## src/rtl/get_input_multi.sv

```systemverilog
// ---------------------------------------------------------------------------
// get_input_multi
//
// Button capture front end between the board buttons and the game/control
// FSM. Every button (plus a dedicated user-reset button) passes through a
// 2-FF synchroniser and a counter debouncer. A request/capture handshake
// then waits for all buttons to be released, captures the first new press,
// reports it with a one-cycle pulse and holds the result until the request
// drops. An optional timeout ends a request that never sees a press.
//
// Parameters
//   N_CH      : number of button channels (>= 1)
//   DB_CYCLES : consecutive stable cycles needed to change a debounced level
//               (0 = synchroniser only)
//   TIMEOUT   : max cycles waiting for a press (0 = never time out)
//   CW        : width of ch_idx_o, derived from N_CH
//
// Ports
//   clk_i      : system clock, rising edge
//   rst_ni     : asynchronous active-low reset
//   e_inp      : capture request (level)
//   btn_i      : raw asynchronous buttons, active-high
//   rst_btn_i  : raw user-reset button, active-high
//   btn_o      : one-hot captured button, held until next capture/abort
//   ch_idx_o   : binary index of the captured button
//   d_inp_o    : one-cycle pulse, capture done
//   timeout_o  : one-cycle pulse, request timed out
//   busy_o     : high while arming or waiting for a press
//   rst_o      : one-cycle pulse on a debounced user-reset press
//   btn_lvl_o  : debounced button levels
// ---------------------------------------------------------------------------
module get_input_multi #(
    parameter int N_CH      = 4,
    parameter int DB_CYCLES = 2,
    parameter int TIMEOUT   = 0,
    localparam int CW       = (N_CH > 1) ? $clog2(N_CH) : 1
) (
    input  logic            clk_i,
    input  logic            rst_ni,
    input  logic            e_inp,
    input  logic [N_CH-1:0] btn_i,
    input  logic            rst_btn_i,
    output logic [N_CH-1:0] btn_o,
    output logic [CW-1:0]   ch_idx_o,
    output logic            d_inp_o,
    output logic            timeout_o,
    output logic            busy_o,
    output logic            rst_o,
    output logic [N_CH-1:0] btn_lvl_o
);

    // The reset button rides along as the top channel of the input pipeline.
    localparam int NB  = N_CH + 1;
    localparam int DBW = (DB_CYCLES > 0) ? $clog2(DB_CYCLES + 1) : 1;
    localparam int TW  = (TIMEOUT > 0) ? $clog2(TIMEOUT + 1) : 1;

    typedef enum logic [1:0] {IDLE, ARM, WAIT, DONE} state_t;

    logic [NB-1:0] raw;
    logic [NB-1:0] sync_1;
    logic [NB-1:0] sync_2;
    logic [NB-1:0] deb;
    logic [NB-1:0] deb_d;
    logic [NB-1:0] rise;

    assign raw = {rst_btn_i, btn_i};

    always_ff @(posedge clk_i or negedge rst_ni) begin
        if (!rst_ni) begin
            sync_1 <= '0;
            sync_2 <= '0;
            deb_d  <= '0;
        end else begin
            sync_1 <= raw;
            sync_2 <= sync_1;
            deb_d  <= deb;
        end
    end

    // Debounce: the counter only runs while the synchronised input disagrees
    // with the current level, so any glitch shorter than DB_CYCLES resets it.
    generate
        if (DB_CYCLES == 0) begin : g_no_db
            assign deb = sync_2;
        end else begin : g_db
            for (genvar g = 0; g < NB; g++) begin : g_ch
                logic [DBW-1:0] cnt;
                logic           lvl;

                always_ff @(posedge clk_i or negedge rst_ni) begin
                    if (!rst_ni) begin
                        cnt <= '0;
                        lvl <= 1'b0;
                    end else if (sync_2[g] == lvl) begin
                        cnt <= '0;
                    end else if (cnt == DBW'(DB_CYCLES - 1)) begin
                        lvl <= sync_2[g];
                        cnt <= '0;
                    end else begin
                        cnt <= cnt + 1'b1;
                    end
                end

                assign deb[g] = lvl;
            end
        end
    endgenerate

    assign rise = deb & ~deb_d;

    // Lowest-index rising channel wins; the loop runs high to low so the
    // last assignment is the lowest index.
    logic          pick_hit;
    logic [CW-1:0] pick_idx;

    always_comb begin
        pick_hit = 1'b0;
        pick_idx = '0;
        for (int i = N_CH - 1; i >= 0; i--) begin
            if (rise[i]) begin
                pick_hit = 1'b1;
                pick_idx = CW'(i);
            end
        end
    end

    state_t          state, state_n;
    logic [N_CH-1:0] btn_q, btn_n;
    logic [CW-1:0]   idx_q, idx_n;
    logic [TW-1:0]   tcnt, tcnt_n;
    logic            done_q, done_n;
    logic            to_q, to_n;
    logic            rst_q;

    always_ff @(posedge clk_i or negedge rst_ni) begin
        if (!rst_ni) begin
            state  <= IDLE;
            btn_q  <= '0;
            idx_q  <= '0;
            tcnt   <= '0;
            done_q <= 1'b0;
            to_q   <= 1'b0;
            rst_q  <= 1'b0;
        end else begin
            state  <= state_n;
            btn_q  <= btn_n;
            idx_q  <= idx_n;
            tcnt   <= tcnt_n;
            done_q <= done_n;
            to_q   <= to_n;
            rst_q  <= rise[N_CH];
        end
    end

    // Priority: user-reset press, then request drop (abort), then capture,
    // then timeout. The result registers are only touched by a capture,
    // a timeout, an abort or the user-reset press.
    always_comb begin
        state_n = state;
        btn_n   = btn_q;
        idx_n   = idx_q;
        tcnt_n  = tcnt;
        done_n  = 1'b0;
        to_n    = 1'b0;

        if (rise[N_CH]) begin
            state_n = IDLE;
            btn_n   = '0;
            idx_n   = '0;
            tcnt_n  = '0;
        end else begin
            case (state)
                IDLE: begin
                    if (e_inp) state_n = ARM;
                end
                ARM: begin
                    if (!e_inp) begin
                        state_n = IDLE;
                        btn_n   = '0;
                        idx_n   = '0;
                    end else if (deb[N_CH-1:0] == '0) begin
                        state_n = WAIT;
                        tcnt_n  = '0;
                    end
                end
                WAIT: begin
                    if (!e_inp) begin
                        state_n = IDLE;
                        btn_n   = '0;
                        idx_n   = '0;
                        tcnt_n  = '0;
                    end else if (pick_hit) begin
                        state_n = DONE;
                        btn_n   = N_CH'(1) << pick_idx;
                        idx_n   = pick_idx;
                        done_n  = 1'b1;
                    end else if ((TIMEOUT > 0) && (tcnt == TW'(TIMEOUT - 1))) begin
                        state_n = DONE;
                        btn_n   = '0;
                        idx_n   = '0;
                        to_n    = 1'b1;
                    end else if (TIMEOUT > 0) begin
                        tcnt_n = tcnt + 1'b1;
                    end
                end
                DONE: begin
                    if (!e_inp) state_n = IDLE;
                end
                default: state_n = IDLE;
            endcase
        end
    end

    assign btn_o     = btn_q;
    assign ch_idx_o  = idx_q;
    assign d_inp_o   = done_q;
    assign timeout_o = to_q;
    assign rst_o     = rst_q;
    assign busy_o    = (state == ARM) || (state == WAIT);
    assign btn_lvl_o = deb[N_CH-1:0];

endmodule

```

## config.mk

```make
export PLATFORM = sky130hd
export DESIGN_NAME = get_input_multi
export DESIGN_NICKNAME = d
export VERILOG_FILES = /design/src/rtl/get_input_multi.sv
export SDC_FILE = /design/constraint.sdc
export NUM_CORES = 1
export LEC_CHECK = 0
export CAP_MARGIN = 20
export CORE_ASPECT_RATIO = 0.7
export CORE_MARGIN = 2
export CORE_UTILIZATION = 57
export DETAILED_ROUTE_END_ITERATION = 7
export PLACE_DENSITY = 0.88
export SLEW_MARGIN = 25
export SYNTH_ARGS = -nofsm -noshare
export SYNTH_HDL_FRONTEND = slang
export SYNTH_SLANG_ARGS = --single-unit
```

## constraint.sdc

```tcl
create_clock -name clk_i -period 3.6 [get_ports clk_i]
set_clock_uncertainty 0.15 [all_clocks]
set_input_delay 0.54 -clock clk_i [delete_from_list [all_inputs] [get_ports clk_i]]
set_output_delay 0.54 -clock clk_i [all_outputs]
set_load 0.005 [all_outputs]
```

# After elaboration in Yosys (flattened, before gate mapping)
# Index checks and enable logic that the tools add are counted.
# W data, S select, Z words.
# word_totals
inputBits	8
word_cells	99
ff_bits	40
output_inout_bits	14
# classes
n_shift	1
add_sub_neg	5
reduce_logical	11
bitwise_logic	7
n_eq_ne	18
n_mux	39
# ops
operator	count
$mux W2	24
$mux W4	4
$eq A2 B1 Y1 const B	6
$add A2 B1 Y2 const B	5
$reduce_and A2 Y1	5
$ne A3 B3 Y1 const B	3
$mux W1	8
$ne A4 B4 Y1 const B	2
$pmux W2 S4	1
$pmux W4 S2	1
$and A5 B5 Y5	1
$eq A1 B1 Y1	5
$not A1 Y1	5
$not A5 Y5	1
$eq A2 B2 Y1 const B	2
$logic_not A4 Y1	1
$pmux W2 S2	1
$reduce_and A4 Y1	1
$shl A1 B2 Y4 const A	1
$reduce_and A3 Y1	1
$reduce_bool A3 Y1	1
$logic_not A2 Y1	1
$logic_or A1 B1 Y1	1

# Logic depth before layout (Yosys ltp)
# Gate-level depths: netlist of run 1.
# logic_depth
depth_word	11
depth_mapped	6
ltp_nobuf	6

# Worst setup path after synthesis of run 1
# No wires, ideal clock.
# synth_path
path_kind	reg-to-reg
start	reg state[0]
end	reg state[0]
path_buffers	0
stages_incl_launch_ff	6
period_less_slack_ps	1616
slack_ps	1984
arrival_ps	1386
required_time_ps	3371
setup_ps	79
path_cell_list	dfrtp_1 > inv_1 > ha_1 > mux2_1 > a221oi_2 > mux2i_1
# synth_via
elab_chain_len	3
elab_cells_between_ends	11
classes_between	eq/ne: 7; mux: 2; reduce/logical: 2
# synth_lines
element	line_no	rtl
start: declaration	127	state_t state, state_n;
start signal: assignment	145	state <= state_n;
$eq A2 B1 Y1, or another cell as far along	172	case (state)
$ne A4 B4 Y1 (no line), or another cell as far along	--	
$reduce_and A4 Y1 (no line) or $mux W2 (tied branches)	--	
# Parallel ways exist; a longest one is shown, timed or not.
# A chain may end at the register's enable or synchronous reset.

# Final worst setup path of run 1
# layout_path
start	reg state[0]
end	out busy_o
# layout_via
elab_chain_len	2
elab_cells_between_ends	3
classes_between	eq/ne: 2; reduce/logical: 1
# layout_lines
element	line_no	rtl
$eq A2 B1 Y1 or $eq A2 B2 Y1 (tied branches)	219	assign busy_o = (state == ARM) || (state == WAIT);
$logic_or A1 B1 Y1 *	219	
end: declaration	47	output logic busy_o,
# Every way passes the cells marked *; elsewhere a longest branch is shown, timed or not.

==> results of run 1 <==
[layout by cell type, fill, tap and decap left out, types with 2 or more instances in the layout]
cell type / netlist / layout
and2b_1: 3 / 3
mux2_1: 6 / 6
clkdlybuf4s50_1: 0 / 19
ha_1: 5 / 5
and2_1: 5 / 5
nor4_1: 2 / 2
o211ai_1: 2 / 2
clkbuf_8: 0 / 6
nor2_1: 8 / 8
a32o_2: 3 / 3
nor2b_1: 5 / 5
xnor2_1: 5 / 5
dfrtp_1: 40 / 40
inv_1: 4 / 4
or2b_1: 2 / 2
a31o_1: 2 / 2
a21oi_1: 2 / 2
nor3_1: 2 / 2
mux2i_1: 3 / 3
nand2_1: 3 / 3
[flip-flops by register name (all words and copies together) (netlist names)]
name / flops
sync_1: 5
ch_idx_o: 2
state: 2
btn_o: 4
sync_2: 5
g_db.g_ch.cnt: 10
g_db.g_ch.lvl: 5
rst_o: 1
deb_d: 5
d_inp_o: 1
[worst max-delay path, stage by stage (launching register included)]
cell,delay [ns]
dfrtp_1,0.39
inv_1,0.10
ha_1,0.28
clkdlybuf4s50_1,0.50
[cell families after synthesis]
logic type,count (synthesis),synth area share [%]
simple gates,38,14.7
other cells,1,0.231
compound gates,12,6.87
buf+inv,10,3.94
mux,9,6.02
flops,40,61.7
fa+ha+maj,5,3.86
xor+xnor,5,2.70
[path summary, 6_finish.rpt]
kind	start	to	slack [ns]
worst max register to register	state[0]$_DFFE_PN0P_	btn_o[3]$_DFFE_PN0P_	1.79
worst min register to register	sync_1[2]$_DFF_PN0_	sync_2[2]$_DFF_PN0_	0.20
max in group asynchronous	rst_ni	g_db.g_ch[4].cnt[1]$_DFF_PN0_	2.59
min in group clk_i	sync_1[2]$_DFF_PN0_	sync_2[2]$_DFF_PN0_	0.20
worst min-delay path	rst_ni	btn_o[0]$_DFFE_PN0P_	0.19
worst max-delay path	state[0]$_DFFE_PN0P_	busy_o	1.36
[final cells by class]
type | count | area [um2]
clock buffers | 6 | 82.6
clock inverters | 2 | 38.8
fillers | 165 | 808
inverters | 4 | 15.0
multi-input cells | 70 | 557
flip-flops and latches | 40 | 1000
well taps | 36 | 45.0
repair buffers | 20 | 195
[through the flow]
| stage | instance area (um2) | util [%] | setup slack [ns] |
|---|---|---|---|
| 2_1_floorplan | 1620 | - | 1.98 |
| 3_3_place_gp | 1810 | 66.1 | 1.37 |
| 3_5_place_dp | 1810 | 66.1 | 1.31 |
| 4_1_cts | 1930 | 70.5 | 1.34 |
| 5_1_grt | 1930 | 70.5 | 1.27 |
| 6_report | 1930 | 70.5 | 1.36 |
[per-layer routing]
layer | share of wire (%) | vias up
met5 | 0 | -
met4 | 2.1 | 0
met3 | 5.7 | 5
met2 | 48 | 30
met1 | 44 | 443
li1 | - | 440
[power by group]
part,switching (mW),internal (mW)
logic,0.254,0.277
clock network,0.151,0.226
registers,0.0879,0.560
total,0.493,1.06
==> flow_metrics.env, run 1 <==
export IMPL_insertion_delay_ns=0.29
export IMPL_cts_hold_buf=0
export IMPL_start_util_pct=59.1
export IMPL_worst_pin_slew_ns=0.829
export IMPL_syn2layout_area_growth_pct=19.3
export IMPL_cts_tree="done"
export IMPL_dpl_hpwl_um=1740
export IMPL_pin_count=22
export IMPL_grt_max_degree=41
export IMPL_whs_ns=0.191
export IMPL_slew_violations=0
export IMPL_leakagePower_nw=0.907
export IMPL_postRouteWirelength_um=2460
export IMPL_grt_pass1_vias=963
export IMPL_yosysTopAreaCell="dfrtp_1"
export IMPL_worstSetupPathType="flop to output pin"
export IMPL_min_period_ns=2.24
export IMPL_drt_vias_per_instance=5.16
export IMPL_gr_max_usage_layer="met2"
export IMPL_place_port_buffers=20
export IMPL_total_power_mw=1.56
export IMPL_ant_nets=0
export IMPL_synth_most_common_cell="dfrtp_1"
export IMPL_firstDrtPassIters=4
export IMPL_core_area_mm2=0.00274
export IMPL_power_per_cell_area_mw_per_mm2=804
export IMPL_cp_max_fo=4
export IMPL_die_width_um=67.8
export IMPL_cts_setup_buffers=0
export IMPL_root_buffer="clkbuf_8"
export IMPL_place_inst=170
export IMPL_synth_edf_count=0
export IMPL_clock_fmax_mhz=446
export IMPL_setup_viol=0
export IMPL_cp_required_ns=2.91
export IMPL_cts_sinks=40
export IMPL_grt_setup_unrepaired="false"
export IMPL_hold_class="input pin to asynchronous set/reset pin"
export IMPL_finalHoldViolCount=0
export IMPL_ir_drop_v=0.000381
export IMPL_wl_per_cell_um=13.8
export IMPL_yosysTopAreaCellShare_pct=61.7
export IMPL_htree_levels=2
export IMPL_synth_area_leaders="dfrtp_1, mux2_1, ha_1"
export IMPL_grt_use_met2_pct=28.8
export IMPL_finalSetupTns_ns=0
export IMPL_dieArea_mm2=0.00329
export IMPL_r2r_worst_path_cells=5
export IMPL_syn_area_per_cell_um2=13.5
export IMPL_cts_resized=0
export IMPL_grt_ovfl_total=0
export IMPL_synth_ff_type="dfrtp_1"
export IMPL_clockBufferDepth=2
export IMPL_numCtsBuffers=5
export IMPL_yosysUniqueCellTypes=32
export IMPL_grt_use_met1_pct=22.2
export IMPL_gp_congestion=0.780
export IMPL_syn_area_mm2=0.00162
export IMPL_cp_end_kind="output pin"
export IMPL_synth_nets=133
export IMPL_die_h_um=48.6
export IMPL_grt_total_usage_pct=18.4
export IMPL_crit_path_start_kind="flop"
export IMPL_worstPathArrival_ns=1.55
export IMPL_relSlewSlack_pct=44.8
export IMPL_stdcell_count=178
export IMPL_antenna_found_initial=0
export IMPL_yosysSeqAreaShare_pct=61.7
export IMPL_post_route_drc_count=0
export IMPL_antenna_cells=0
export IMPL_synthTopCellsByCount="dfrtp_1, nor2_1, mux2_1"
export IMPL_clk_pin_slew_ns=0.07
export IMPL_outcome="finished clean"
export IMPL_grt_util_met3_pct=6.28
export IMPL_grt_pass1_wl_um=4330
export IMPL_final_nets=154
export IMPL_final_period_utilization_pct=62.3
export IMPL_drt_iter0_drc=71
export IMPL_cap_violations=0
export IMPL_synth_warning_count=0
export IMPL_layout_drive_gt1_share_pct=12.7
export IMPL_core_rowCount=16
export IMPL_num_vias=918
export IMPL_ys_seq_elements=40
export IMPL_ys_async_sr_fraction_pct=100
export IMPL_synthCells=120
No activity file was read; power rests on OpenSTA's default activity.
==> inputs of run 2 (changes only) <==
--- a/config.mk
+++ b/config.mk
@@ -8,9 +8,9 @@
 export CAP_MARGIN = 20
 export CORE_ASPECT_RATIO = 0.7
 export CORE_MARGIN = 2
-export CORE_UTILIZATION = 57
+export CORE_UTILIZATION = 48
 export DETAILED_ROUTE_END_ITERATION = 7
-export PLACE_DENSITY = 0.88
+export PLACE_DENSITY = 0.8
 export SLEW_MARGIN = 25
 export SYNTH_ARGS = -nofsm -noshare
 export SYNTH_HDL_FRONTEND = slang
==> constraint.sdc (replaced) <==
create_clock -name clk_i -period 1.89 [get_ports clk_i]
set_clock_uncertainty 0.15 [all_clocks]
set_input_delay 0.2835 -clock clk_i [delete_from_list [all_inputs] [get_ports clk_i]]
set_output_delay 0.2835 -clock clk_i [all_outputs]
set_load 0.005 [all_outputs]
==> run 2 against run 1 <==
First-iteration DRC count decreased by 54%. Cell count increased by 5.6%. Utilization decreased by 7.4 points. Non-clock buffer count increased by 8. Via count increased by 6.6%. Register-to-register slack got worse by 1.7 ns. Largest cell class unchanged. Largest power group unchanged.
==> flow_metrics.env, run 2 (synthesis gave the netlist of run 1 again) <==
export IMPL_outcome="finished clean"
export IMPL_worstPathArrival_ns=1.88
export IMPL_multi_input_area_um2=568
export IMPL_num_vias=979
export IMPL_grt_max_degree=41
export IMPL_hold_class="flop to flop"
export IMPL_final_period_utilization_pct=96.5
export IMPL_stdcell_count=188
export IMPL_dpl_hpwl_um=1810
export IMPL_r2r_start="state[1]$_DFFE_PN0P_"
export IMPL_critPathMaxStageDelay_ns=0.40
export IMPL_die_width_um=73.5
export IMPL_finalHoldViolCount=0
export IMPL_p_seq_share_pct=39.2
export IMPL_min_period_ns=1.82
export IMPL_grt_setup_unrepaired="false"
export IMPL_layout_drive_gt1_share_pct=18.7
export IMPL_cts_tree="done"
export IMPL_r2r_end="state[0]$_DFFE_PN0P_"
export IMPL_seqCellArea_mm2=0.00100
export IMPL_switching_share_pct=31.9
export IMPL_fillCellCount=243
export IMPL_p_clk_share_pct=24.1
export IMPL_cap_violations=0
export IMPL_pin_count=22
export IMPL_crit_start="state[1]$_DFFE_PN0P_"
export IMPL_m1WireLength_um=1210
export IMPL_routed_top_layer="met4"
export IMPL_clock_fmax_mhz=548
export IMPL_insertion_delay_ns=0.29
export IMPL_antenna_cells=0
export IMPL_cp_end_kind="flop"
export IMPL_wl_per_cell_um=13.9
export IMPL_drt_vias_per_instance=5.21
export IMPL_cp_cell_sequence="buf_4, ha_1, and3_1, a221oi_4, mux2i_1"
export IMPL_final_cell_mix="dfrtp_1, clkdlybuf4s50_1, nor2_1"
export IMPL_post_route_drc_count=0
export IMPL_root_buffer="clkbuf_8"
export IMPL_place_inst=176
export IMPL_clockBufferDepth=2
export IMPL_grt_pass1_wl_um=4520
export IMPL_antenna_found_initial=0
export IMPL_start_util_pct=50.8
export IMPL_ir_drop_v=0.000637
export IMPL_top_register="g_db.g_ch.cnt"
export IMPL_leakagePower_nw=0.951
export IMPL_core_rowCount=17
export IMPL_htree_levels=2
export IMPL_ant_nets=0
export IMPL_wl_met2_um=1190
export IMPL_r2r_slack_ns=0.07
export IMPL_p_int_mw=2.12
export IMPL_r2r_worst_path_cells=5
export IMPL_final_nets=162
export IMPL_clk_pin_slew_ns=0.07
export IMPL_worstSetupPathType="flop to flop"
export IMPL_cts_sinks=40
export IMPL_cp_max_fo=4
export IMPL_power_per_cell_area_mw_per_mm2=1540
export IMPL_place_port_buffers=20
export IMPL_dieArea_mm2=0.00387
export IMPL_postRouteWirelength_um=2610
export IMPL_crit_slowest_cell="dfrtp_1"
export IMPL_core_area_mm2=0.00319
export IMPL_numCtsBuffers=5
export IMPL_share_comb_of_total_power_pct=36.7
export IMPL_largest_register_ffs=10
export IMPL_power_switching_mw=0.992
export IMPL_crit_path_start_kind="flop"
export IMPL_setup_viol=0
export IMPL_final_common_cell="dfrtp_1"
export IMPL_cp_required_ns=1.95
export IMPL_grt_ovfl_total=0
export IMPL_crit_end="state[0]$_DFFE_PN0P_"
export IMPL_grt_total_usage_pct=16.4
export IMPL_total_power_mw=3.11
export IMPL_met3RoutedLength_um=145
export IMPL_die_h_um=52.6
export IMPL_drt_iter0_drc=33
export IMPL_syn2layout_area_growth_pct=24.2
export IMPL_gp_congestion=0.860
export IMPL_slew_violations=0
export IMPL_firstDrtPassIters=4
export IMPL_grt_pass1_vias=994
-- run 2: layout make-up --
cell class / count / area share [%]
flip-flops and latches: 40 / 49.7
multi-input cells: 70 / 28.2
repair buffers: 28 / 12.7
clock buffers: 7 / 4.78
well taps: 38 / 2.36
clock inverters: 1 / 1.49
inverters: 4 / 0.745
-- run 2: critical path, delay by kind of cell (launching register included) --
kind	cells	cell delay, ns
flip-flops	1	0.40
AO/OA/AOI/OAI	1	0.33
multiplexers	1	0.25
AND/OR/NAND/NOR	1	0.24
adder cells (fa/ha/maj)	1	0.23
buffers and inverters	1	0.15
-- run 2: per-layer routing --
layer / GRT usage [%] / vias to the layer above
met4: 6.67 / 0
li1: - / 461
met5: 0 / -
met3: 7.69 / 8
met1: 19.4 / 483
met2: 26.0 / 27
-- run 2: stage by stage --
| stage | setup WS (ns) | cell area (um2) | setup TNS, ns | hold slack (ns) | utilization [%] |
|---|---|---|---|---|---|
| 6_report | 0.0656 | 2010 | 0 | 0.211 | 63.1 |
| 3_3_place_gp | 0.0575 | 1850 | 0 | 0.183 | 57.8 |
| 3_5_place_dp | -0.0133 | 1850 | -0.0133 | 0.188 | 57.8 |
| 5_1_grt | 0.00154 | 2010 | 0 | 0.222 | 63.1 |
| 2_1_floorplan | 0.274 | 1620 | 0 | -0.162 | - |
| 4_1_cts | 0.0526 | 2000 | 0 | 0.213 | 62.5 |
-- run 2: what timing repair did --
action	in CTS	in global routing
setup buffers	2	1
gates resized for setup	3	2
hold buffers	1	0
gates cloned	0	0
endpoints found under the setup margin	1	2
pin swaps	0	1
endpoints found under the hold margin	40	0
-- run 2: how the worst min path moves through the flow --
stage / start / end / slack, ns / cells after the start
3_5_place_dp: sync_1[0]$_DFF_PN0_ / sync_2[0]$_DFF_PN0_ / 0.19 / 0
4_1_cts: sync_1[2]$_DFF_PN0_ / sync_2[2]$_DFF_PN0_ / 0.21 / 0
5_1_grt: sync_1[2]$_DFF_PN0_ / sync_2[2]$_DFF_PN0_ / 0.22 / 0
6_report: sync_1[1]$_DFF_PN0_ / sync_2[1]$_DFF_PN0_ / 0.21 / 0
3_3_place_gp: sync_1[4]$_DFF_PN0_ / sync_2[4]$_DFF_PN0_ / 0.18 / 0
2_1_floorplan: rst_ni / btn_o[0]$_DFFE_PN0P_ / -0.16 / 0
-- run 2: power groups by stage --
stage / Clock, mW / Combinational (mW) / Sequential (mW)
floorplan: 0 / 0.783 / 1.21
global placement: 0 / 1.01 / 1.22
detailed placement: 0 / 1.05 / 1.25
CTS: 0.769 / 1.09 / 1.22
global route: 0.804 / 1.26 / 1.25
finish: 0.751 / 1.14 / 1.22
==> inputs of run 3 (changes only) <==
--- a/config.mk
+++ b/config.mk
@@ -6,7 +6,7 @@
 export NUM_CORES = 1
 export LEC_CHECK = 0
 export CAP_MARGIN = 20
-export CORE_ASPECT_RATIO = 0.7
+export CORE_ASPECT_RATIO = 0.9
 export CORE_MARGIN = 2
 export CORE_UTILIZATION = 48
 export DETAILED_ROUTE_END_ITERATION = 7
==> run 3 against run 2 <==
Global-route usage shrank 1.4 points. Worst setup slack gained 0.063 ns. Combinational power shrank 4%. Count of clock-buffer cells in the layout shrank 1. Critical endpoint unchanged. Register-to-register slack gained 0.06 ns. Utilization shrank 2.3 points. Total power shrank 2.8%. First-iteration DRC count grew 39%. Critical path type unchanged.
==> flow_metrics.env, run 3 (synthesis gave the netlist of run 1 again) <==
export IMPL_holdPathEnd="sync_2[2]$_DFF_PN0_"
export IMPL_die_h_um=59.1
export IMPL_root_buffer="clkbuf_8"
export IMPL_r2r_slack_ns=0.13
export IMPL_crit_path_start_kind="flop"
export IMPL_place_port_buffers=20
export IMPL_start_util_pct=49.1
export IMPL_leakagePower_nw=0.943
export IMPL_cp_max_fo=2
export IMPL_layout_drive_gt1_share_pct=17.4
export IMPL_r2r_worst_path_cells=5
export IMPL_core_rowCount=20
export IMPL_r2r_start="state[0]$_DFFE_PN0P_"
export IMPL_firstDrtPassIters=4
export IMPL_place_inst=182
export IMPL_dpl_hpwl_um=1780
export IMPL_ant_nets=0
export IMPL_antenna_found_initial=0
export IMPL_m1WireLength_um=1010
export IMPL_pin_count=22
export IMPL_dp_slack_ns=0.0112
export IMPL_clockBufferDepth=2
export IMPL_grt_max_degree=41
export IMPL_cp_required_ns=1.95
export IMPL_hold_class="flop to flop"
export IMPL_wl_met2_um=1240
export IMPL_wl_per_cell_um=12.5
export IMPL_grt_pass1_vias=981
export IMPL_min_period_ns=1.76
export IMPL_insertion_delay_ns=0.29
export IMPL_post_route_drc_count=0
export IMPL_stdcell_count=193
export IMPL_setup_viol=0
export IMPL_total_power_mw=3.02
export IMPL_final_common_cell="dfrtp_1"
export IMPL_syn2layout_area_growth_pct=23.9
export IMPL_finalSetupTns_ns=0
export IMPL_drt_iter0_drc=46
export IMPL_dieArea_mm2=0.00386
export IMPL_drt_vias_per_instance=4.94
export IMPL_power_per_cell_area_mw_per_mm2=1500
export IMPL_grt_pass1_wl_um=4180
export IMPL_largest_register_ffs=10
export IMPL_final_period_utilization_pct=93.2
export IMPL_top_register="g_db.g_ch.cnt"
export IMPL_routed_top_layer="met4"
export IMPL_r2r_end="state[0]$_DFFE_PN0P_"
export IMPL_worstSetupPathType="flop to flop"
export IMPL_finalHoldViolCount=0
export IMPL_grt_total_usage_pct=15.1
export IMPL_cap_violations=0
export IMPL_final_cell_mix="dfrtp_1, clkdlybuf4s50_1, nor2_1"
export IMPL_slew_violations=0
export IMPL_cp_end_kind="flop"
export IMPL_cts_tree="done"
export IMPL_fin_ws_ns=0.128
export IMPL_clk_pin_slew_ns=0.07
export IMPL_ir_drop_v=0.000667
export IMPL_antenna_cells=0
export IMPL_met3RoutedLength_um=140
export IMPL_die_width_um=65.3
export IMPL_htree_levels=2
export IMPL_grt_ovfl_total=0
export IMPL_min_path_cells=0
export IMPL_min_from="sync_1[2]$_DFF_PN0_"
export IMPL_core_area_mm2=0.00330
export IMPL_gp_congestion=0.824
export IMPL_postRouteWirelength_um=2420
export IMPL_num_vias=953
export IMPL_numCtsBuffers=5
export IMPL_fin_util_pct=60.8
export IMPL_outcome="finished clean"
export IMPL_clock_fmax_mhz=568
export IMPL_grt_setup_unrepaired="false"
export IMPL_worstPathArrival_ns=1.83
export IMPL_cts_sinks=40
export IMPL_final_nets=161
run 3: cell types whose count changed in the layout (fill, tap and decap cells not counted), sizes merged:
cell    before  now
buf          8    7
clkinv       0    1
clkbuf       7    6
run 3: cell type report:
type	count	area [um2]
clock buffer	6	82.6
clock inverter	2	38.8
fill	293	1290
inverter	4	15.0
multi-input combinational	70	568
sequential	40	1000
tap	44	55.1
timing repair buffer	27	249
run 3: worst max-delay path by stage:
stage                     cells past startpoint                 start  slack [ns]                   end
final                                         5  state[0]$_DFFE_PN0P_        0.13  state[0]$_DFFE_PN0P_
after detailed placement                      4                 e_inp        0.01  state[1]$_DFFE_PN0P_
after global routing                          5  state[0]$_DFFE_PN0P_        0.03  state[0]$_DFFE_PN0P_
after CTS                                     5  state[0]$_DFFE_PN0P_        0.11  state[1]$_DFFE_PN0P_
after global placement                        4                 e_inp        0.05  state[1]$_DFFE_PN0P_
after floorplan                               5  state[0]$_DFFE_PN0P_        0.27  state[0]$_DFFE_PN0P_
run 3: critical path, cell delays in order (launching register included):
cell	delay [ns]
dfrtp_1	0.40
buf_4	0.15
ha_1	0.18
mux2_1	0.33
a221oi_4	0.27
mux2i_1	0.21
run 3: report_power, final:
part	internal [mW]	switching, mW
Sequential	1.07	0.149
Combinational	0.569	0.524
Clock	0.431	0.283
run 3: routing by layer:
metal / track usage (%) / up-vias
met1: 17.4 / 473
met2: 24.3 / 24
met5: 0 / -
met4: 5.65 / 0
met3: 7.60 / 2
li1: - / 454
run 3: what timing repair did:
action | CTS | global route
resized for setup | 3 | 1
hold buffers | 1 | 0
setup endpoints to repair | 1 | 1
hold endpoints to repair | 40 | 0
setup buffers | 2 | 0
run 3: per-stage QoR:
stage                     hold slack, ns  area (um2)
after floorplan                   -0.162        1620
after global placement             0.182        1850
after detailed placement           0.193        1850
after CTS                          0.210        2000
after global routing               0.219        2010
final                              0.207        2010
